--- src/rtl/stack_cmd_ctrl.sv ---
// Command front-end for the Merak 4x8 LIFO stack: push/pop/peek over
// valid/ready, single-cycle stack strobes, error guard and occupancy tracking.
module stack_cmd_ctrl #(
   parameter  int DATA_W = 4,
   parameter  int DEPTH  = 8,
   parameter  int ERR_W  = 8,
   localparam int OCC_W  = $clog2(DEPTH + 1)
) (
   input  logic              clk,
   input  logic              reset,
   input  logic              cmd_valid,
   output logic              cmd_ready,
   input  logic [1:0]        cmd_op,
   input  logic [DATA_W-1:0] cmd_data,
   output logic              rsp_valid,
   input  logic              rsp_ready,
   output logic [DATA_W-1:0] rsp_data,
   output logic              rsp_err,
   output logic              stk_enable,
   output logic              stk_push_pop,
   output logic [DATA_W-1:0] stk_data_in,
   input  logic              stk_full,
   input  logic              stk_empty,
   input  logic [DATA_W-1:0] stk_data_out,
   output logic [OCC_W-1:0]  occupancy,
   output logic [ERR_W-1:0]  err_count,
   output logic              mismatch
);

   typedef enum logic [1:0] {
      IDLE  = 2'd0,
      ISSUE = 2'd1,
      RESP  = 2'd2
   } state_t;

   localparam logic [1:0] OP_NOP  = 2'b00;
   localparam logic [1:0] OP_PUSH = 2'b01;
   localparam logic [1:0] OP_POP  = 2'b10;
   localparam logic [1:0] OP_PEEK = 2'b11;

   localparam logic [OCC_W-1:0] OCC_FULL0 = OCC_W'(DEPTH - 1);
   localparam logic [OCC_W-1:0] OCC_FULL1 = OCC_W'(DEPTH);

   state_t            r_state;
   state_t            w_state_nxt;
   logic              r_cmd_ready,    w_cmd_ready_nxt;
   logic              r_rsp_valid,    w_rsp_valid_nxt;
   logic [DATA_W-1:0] r_rsp_data,     w_rsp_data_nxt;
   logic              r_rsp_err,      w_rsp_err_nxt;
   logic              r_stk_enable,   w_stk_enable_nxt;
   logic              r_stk_push_pop, w_stk_push_pop_nxt;
   logic [DATA_W-1:0] r_stk_data_in,  w_stk_data_in_nxt;
   logic [OCC_W-1:0]  r_occupancy,    w_occupancy_nxt;
   logic [ERR_W-1:0]  r_err_count,    w_err_count_nxt;
   logic              r_mismatch,     w_mismatch_nxt;
   logic              w_accept;
   logic              w_reject;
   logic              w_occ_empty;
   logic              w_occ_full;

   assign w_accept    = cmd_valid && r_cmd_ready;
   assign w_occ_empty = (r_occupancy == '0);
   assign w_occ_full  = (r_occupancy == OCC_FULL0) ||
                        (r_occupancy == OCC_FULL1);

   always_ff @(posedge clk) begin
      if (!reset) begin
         r_state        <= IDLE;
         r_cmd_ready    <= 1'b0;
         r_rsp_valid    <= 1'b0;
         r_rsp_data     <= '0;
         r_rsp_err      <= 1'b0;
         r_stk_enable   <= 1'b0;
         r_stk_push_pop <= 1'b0;
         r_stk_data_in  <= '0;
         r_occupancy    <= '0;
         r_err_count    <= '0;
         r_mismatch     <= 1'b0;
      end else begin
         r_state        <= w_state_nxt;
         r_cmd_ready    <= w_cmd_ready_nxt;
         r_rsp_valid    <= w_rsp_valid_nxt;
         r_rsp_data     <= w_rsp_data_nxt;
         r_rsp_err      <= w_rsp_err_nxt;
         r_stk_enable   <= w_stk_enable_nxt;
         r_stk_push_pop <= w_stk_push_pop_nxt;
         r_stk_data_in  <= w_stk_data_in_nxt;
         r_occupancy    <= w_occupancy_nxt;
         r_err_count    <= w_err_count_nxt;
         r_mismatch     <= w_mismatch_nxt;
      end
   end

   always_comb begin
      w_state_nxt        = r_state;
      w_cmd_ready_nxt    = r_cmd_ready;
      w_rsp_valid_nxt    = r_rsp_valid;
      w_rsp_data_nxt     = r_rsp_data;
      w_rsp_err_nxt      = r_rsp_err;
      w_stk_enable_nxt   = 1'b0;
      w_stk_push_pop_nxt = r_stk_push_pop;
      w_stk_data_in_nxt  = r_stk_data_in;
      w_occupancy_nxt    = r_occupancy;
      w_err_count_nxt    = r_err_count;
      w_mismatch_nxt     = r_mismatch;
      w_reject           = 1'b0;

      unique case (r_state)
         IDLE: begin
            w_cmd_ready_nxt = 1'b1;
            // Stack flags are only meaningful while no strobe is in flight
            if (w_occ_empty != stk_empty || w_occ_full != stk_full)
               w_mismatch_nxt = 1'b1;
            if (w_accept) begin
               unique case (cmd_op)
                  OP_NOP: begin
                  end
                  OP_PUSH: begin
                     if (stk_full) begin
                        w_reject = 1'b1;
                     end else begin
                        w_state_nxt        = ISSUE;
                        w_cmd_ready_nxt    = 1'b0;
                        w_stk_enable_nxt   = 1'b1;
                        w_stk_push_pop_nxt = 1'b1;
                        w_stk_data_in_nxt  = cmd_data;
                        w_rsp_data_nxt     = '0;
                        w_rsp_err_nxt      = 1'b0;
                     end
                  end
                  OP_POP: begin
                     if (stk_empty) begin
                        w_reject = 1'b1;
                     end else begin
                        w_state_nxt        = ISSUE;
                        w_cmd_ready_nxt    = 1'b0;
                        w_stk_enable_nxt   = 1'b1;
                        w_stk_push_pop_nxt = 1'b0;
                        w_rsp_data_nxt     = stk_data_out;
                        w_rsp_err_nxt      = 1'b0;
                     end
                  end
                  OP_PEEK: begin
                     if (stk_empty) begin
                        w_reject = 1'b1;
                     end else begin
                        w_state_nxt     = RESP;
                        w_cmd_ready_nxt = 1'b0;
                        w_rsp_valid_nxt = 1'b1;
                        w_rsp_data_nxt  = stk_data_out;
                        w_rsp_err_nxt   = 1'b0;
                     end
                  end
                  default: begin
                  end
               endcase
               if (w_reject) begin
                  w_state_nxt     = RESP;
                  w_cmd_ready_nxt = 1'b0;
                  w_rsp_valid_nxt = 1'b1;
                  w_rsp_data_nxt  = '0;
                  w_rsp_err_nxt   = 1'b1;
                  if (r_err_count != '1)
                     w_err_count_nxt = r_err_count + 1'b1;
               end
            end
         end
         ISSUE: begin
            // Stack commits on the edge that ends this state
            w_state_nxt     = RESP;
            w_rsp_valid_nxt = 1'b1;
            if (r_stk_push_pop)
               w_occupancy_nxt = r_occupancy + 1'b1;
            else
               w_occupancy_nxt = r_occupancy - 1'b1;
         end
         RESP: begin
            if (rsp_ready) begin
               w_state_nxt     = IDLE;
               w_cmd_ready_nxt = 1'b1;
               w_rsp_valid_nxt = 1'b0;
               w_rsp_data_nxt  = '0;
               w_rsp_err_nxt   = 1'b0;
            end
         end
         default: begin
            w_state_nxt     = IDLE;
            w_cmd_ready_nxt = 1'b0;
            w_rsp_valid_nxt = 1'b0;
         end
      endcase
   end

   assign cmd_ready    = r_cmd_ready;
   assign rsp_valid    = r_rsp_valid;
   assign rsp_data     = r_rsp_data;
   assign rsp_err      = r_rsp_err;
   assign stk_enable   = r_stk_enable;
   assign stk_push_pop = r_stk_push_pop;
   assign stk_data_in  = r_stk_data_in;
   assign occupancy    = r_occupancy;
   assign err_count    = r_err_count;
   assign mismatch     = r_mismatch;

endmodule

--- config.mk ---
export PLATFORM = sky130hd
export DESIGN_NAME = stack_cmd_ctrl
export DESIGN_NICKNAME = d
export VERILOG_FILES = /design/src/rtl/stack_cmd_ctrl.sv
export SDC_FILE = /design/constraint.sdc
export NUM_CORES = 1
export LEC_CHECK = 0
export CAP_MARGIN = 15
export CORE_ASPECT_RATIO = 0.7
export CORE_MARGIN = 10
export CORE_UTILIZATION = 52
export CTS_CLUSTER_DIAMETER = 40
export DETAILED_ROUTE_END_ITERATION = 16
export GPL_TIMING_DRIVEN = 0
export HOLD_SLACK_MARGIN = 0.1
export PLACE_DENSITY_LB_ADDON = 0.25
export SYNTH_ARGS = -nofsm -noshare
export SYNTH_HDL_FRONTEND = slang
export SYNTH_SLANG_ARGS = --single-unit
--- constraint.sdc ---
create_clock -name clk -period 3.9 [get_ports clk]
set_input_delay 1.17 -clock clk [delete_from_list [all_inputs] [get_ports clk]]
set_output_delay 1.17 -clock clk [all_outputs]
set_load 0.02 [all_outputs]
==> results.txt <==
* Result of the run: completed
* Clock net sink count: 28
- STA classifies the critical path endpoint as a flip-flop.
* Global-route wire length before repair: 7.09 mm
* Total length of routed wires: 4.35 mm
- The most used flip-flop cell after synthesis is sky130_fd_sc_hd__dfxtp_1.
* Number of buffers created by CTS: 3
* Cell area after technology mapping: 0.00158 mm²
* Depth of the CTS H-tree: 1
* Crit path buf inv count: 3
* Yosys cell types: 48
- After synthesis, the mean cell area works out to approximately 8.8 µm².
- The number of antenna violations at the first check in global routing is 0.
- Buffers added to address setup during post-CTS repair amount to 0.
* Skew final: 0.00162 ns
- Final count of negative-setup-slack endpoints: 0
- Row generation in the floorplan step produced 16 rows.
* Height of the die: 66.2 µm
* Final total power: between 0.0006 and 0.0007 W
- In the final routed layout, each cell accounts on average for 16.7 µm.
- Number of global-route vias before repair: ~1500
* Number of buffers inserted for hold repair after clock tree synthesis: 0
- Compared with the post-synthesis result, the final layout area differs by 32.6%.
- Mapped Nets: 206
* Top cells by area, synth: sky130_fd_sc_hd__dfxtp_1 (35%), sky130_fd_sc_hd__mux2i_1 (7.0%), sky130_fd_sc_hd__ha_1 (6.3%)
- Post-Syn Instances: 181
- Ranked by instance count, the synthesized netlist is headed by sky130_fd_sc_hd__dfxtp_1 (28), sky130_fd_sc_hd__a21oi_1 (16), sky130_fd_sc_hd__nand2_1 (16), sky130_fd_sc_hd__nor2_1 (15), sky130_fd_sc_hd__mux2i_1 (11).
- Leftover overflow at the end of global routing: 0
* WHS: 0.468 ns
* Most frequently used cell type in the post-synthesis netlist: sky130_fd_sc_hd__dfxtp_1
* Clock slew seen by the registers of the worst setup and hold paths: 0.10 ns
* Leakage component of the power: 0.810 nW
* Vias/cell: approximately 5.9
- Sequential elements use 35.4% of the synthesized area.
- Pwr per Cell Area: about 320 mW/mm²
- The routed layout has 1536 vias.
- Finished Core Util: 73.4%
- Across the run, the number of max-cap violations was 0.
- For the pin with the worst max-slew slack, the measured transition is 0.695 ns.
* Fraction of final layout cells sized beyond drive strength 1: under 10%
* Area of the die: roughly 0.0057 mm²
- Initial cell density of the core: 55.3%
* Setup repair after global routing missed its margin: no
- After global routing, the most crowded layer is met2.
- The synthesized netlist devotes 18.7% of its cell area to compound gates.
- Area of the core: 0.00286 mm²
- Area share of the leading cell type in the synthesized netlist: 35.4%
* Final estimated routing congestion in global placement: 0.886
- Largest delay contributor family on the critical path: buffers and inverters
- WP data required: roughly 4.1 ns
* Nets: 251
* Final hold vios: 0
- In the global route stage, overall resource usage came out at between 10% and 20%.
- Once detail routing completed, the nets flagged for antenna violations numbered 0.
- In this run the most critical hold path is launched from rsp_data[3].
- Final critical-path required period: 3.36 ns
* Largest net degree at the start of global routing: 17
- Headroom to the max-slew limit came out at 53.6%.
- The synthesized netlist devotes 7.58% of its cell area to adder and majority cells.
- Critical path data arrival time: 3.58 ns
- The HPWL after detailed placement is 3.26 mm.
- In this run the horizontal extent of the chip is 86.0 µm.
- Slew Viols, Final: 0
- Synth Area in Simple Gates: 23.8%
- Delay of the slowest cell on the worst path: 0.55 ns
* Final setup TNS: 0 ns
- The setup path with the least slack is of type in -> reg.
- Largest family of logic cells by synthesized area: simple AND/OR/NAND/NOR gates
- The worst hold path belongs to the class reg -> reg.
- The worst-case IR drop observed on VDD is 0.229 mV.
* Number of port buffers: 40
- Number of diodes: 0
* Origin of the worst setup path: cmd_op[1]
- Dominant cell type by area after synthesis: sky130_fd_sc_hd__dfxtp_1
- Clock buffer depth: 2
- In this run, synthesis inferred 0 flip-flops with an integrated enable.
- Number of search-and-repair iterations in the first detailed-routing pass: 4
- For this run, asynchronously set or reset flops after synthesis account for 0%.
- In this run the worst path has a maximum fanout of 10.
- Global routing used 24.5% of the available met2 tracks.
* Cell at the root of the clock tree: sky130_fd_sc_hd__clkbuf_8
- In the global route stage, met3 resource usage came out at 7.39%.
* Clock tree from TritonCTS: yes
* Ordered list of cells on the worst path: clkdlybuf4s50_1, inv_1, ha_1, a22oi_1, or3_4, buf_6, or4_1, a21oi_1
* Clock Latency Late Sink: 0.28 ns
- Highest Clock Rate: 0.297 GHz
- Number of cells upsized or downsized after cts: 0
* Final routed DRC violation total: 0
* Crit path launch type: input port
- Reg-to-Reg Start: r_state[0]
- I/O pins: 42
* Register bit total from synthesis: 28
* Ratio of final minimum period to clock period: 86.3%
* Number of warning messages in the yosys log: 0
- After Yosys synthesis, XOR and XNOR cells account for 1.11% of the synthesized area.
- For this block, the initial DRC count from the detailed router was 193.
- Met1 Usage GRT: about 18%
* Slowest stage cell on the critical path: sky130_fd_sc_hd__clkdlybuf4s50_1
- Fraction of synthesized area in multiplexers: under 10%
stage by stage:
step	cell area, µm²	setup WS [ns]	cells
floorplan	1580	1.16	181
detailed placement	2030	0.329	257
finish	2100	0.535	261
global placement	2030	0.403	257
CTS	2100	0.577	261
global route	2100	0.442	261
tightest hold or removal path: stages (launching register included):
cell and delay (ns):
sky130_fd_sc_hd__dfxtp_1 0.32, sky130_fd_sc_hd__nand2_1 0.05, sky130_fd_sc_hd__mux2i_1 0.05
metal layers:
| metal | share of wire (%) | wire, µm |
|---|---|---|
| met5 | 0 | 0 |
| met3 | 11 | 460 |
| met4 | 0.67 | 29 |
| met1 | 43 | 1880 |
| met2 | 45 | 1980 |
sequential cells by signal (all words and copies together) (netlist names):
register / count
err_count: 8
occupancy: 4
rsp_data: 4
stk_data_in: 4
r_state: 2
cmd_ready: 1
mismatch: 1
rsp_err: 1
rsp_valid: 1
stk_enable: 1
stk_push_pop: 1
kinds of logic after synthesis:
logic type / Yosys count
flip-flops: 28
AO/OA/AOI/OAI: 44
AND/OR/NAND/NOR: 66
buffers and inverters: 20
XOR/XNOR: 2
adder cells (fa/ha/maj): 9
multiplexers: 12
area by class of cell:
class                   instances  area (µm²)
multi-input cells             133         932
fillers                       208         762
flip-flops and latches         28         561
repair buffers                 40         400
plain buffers                  11        57.6
well taps                      36        45.0
clock buffers                   3        41.3
inverters                       9        33.8
clock inverters                 1        30.0
worst paths after layout:
| kind | end | slack, ns | cells past startpoint |
|---|---|---|---|
| hold reg to reg | rsp_data[3] | 0.47 | 2 |
| setup / recovery | err_count[2] | 0.54 | 8 |
| setup reg to reg | err_count[2] | 1.92 | 6 |
| hold / removal | rsp_data[3] | 0.47 | 2 |
report_power, final:
part           internal [W]  switching (W)
combinational     0.0000660      0.0000731
clock              0.000138      0.0000938
sequential         0.000296      0.0000105
placed cells by master, fill, tap and decap left out, types with 4 or more instances in the layout:
cell,netlist,layout
sky130_fd_sc_hd__clkbuf_1,8,8
sky130_fd_sc_hd__nor2_1,15,15
sky130_fd_sc_hd__nand2_1,16,16
sky130_fd_sc_hd__o21ai_0,6,6
sky130_fd_sc_hd__a21oi_1,16,16
sky130_fd_sc_hd__clkdlybuf4s50_1,0,40
sky130_fd_sc_hd__dfxtp_1,28,28
sky130_fd_sc_hd__mux2i_1,11,11
sky130_fd_sc_hd__inv_1,8,8
sky130_fd_sc_hd__nand3_1,5,5
sky130_fd_sc_hd__and3_1,4,4
sky130_fd_sc_hd__ha_1,8,8
Note: power is estimated with default switching activity, not from simulation.
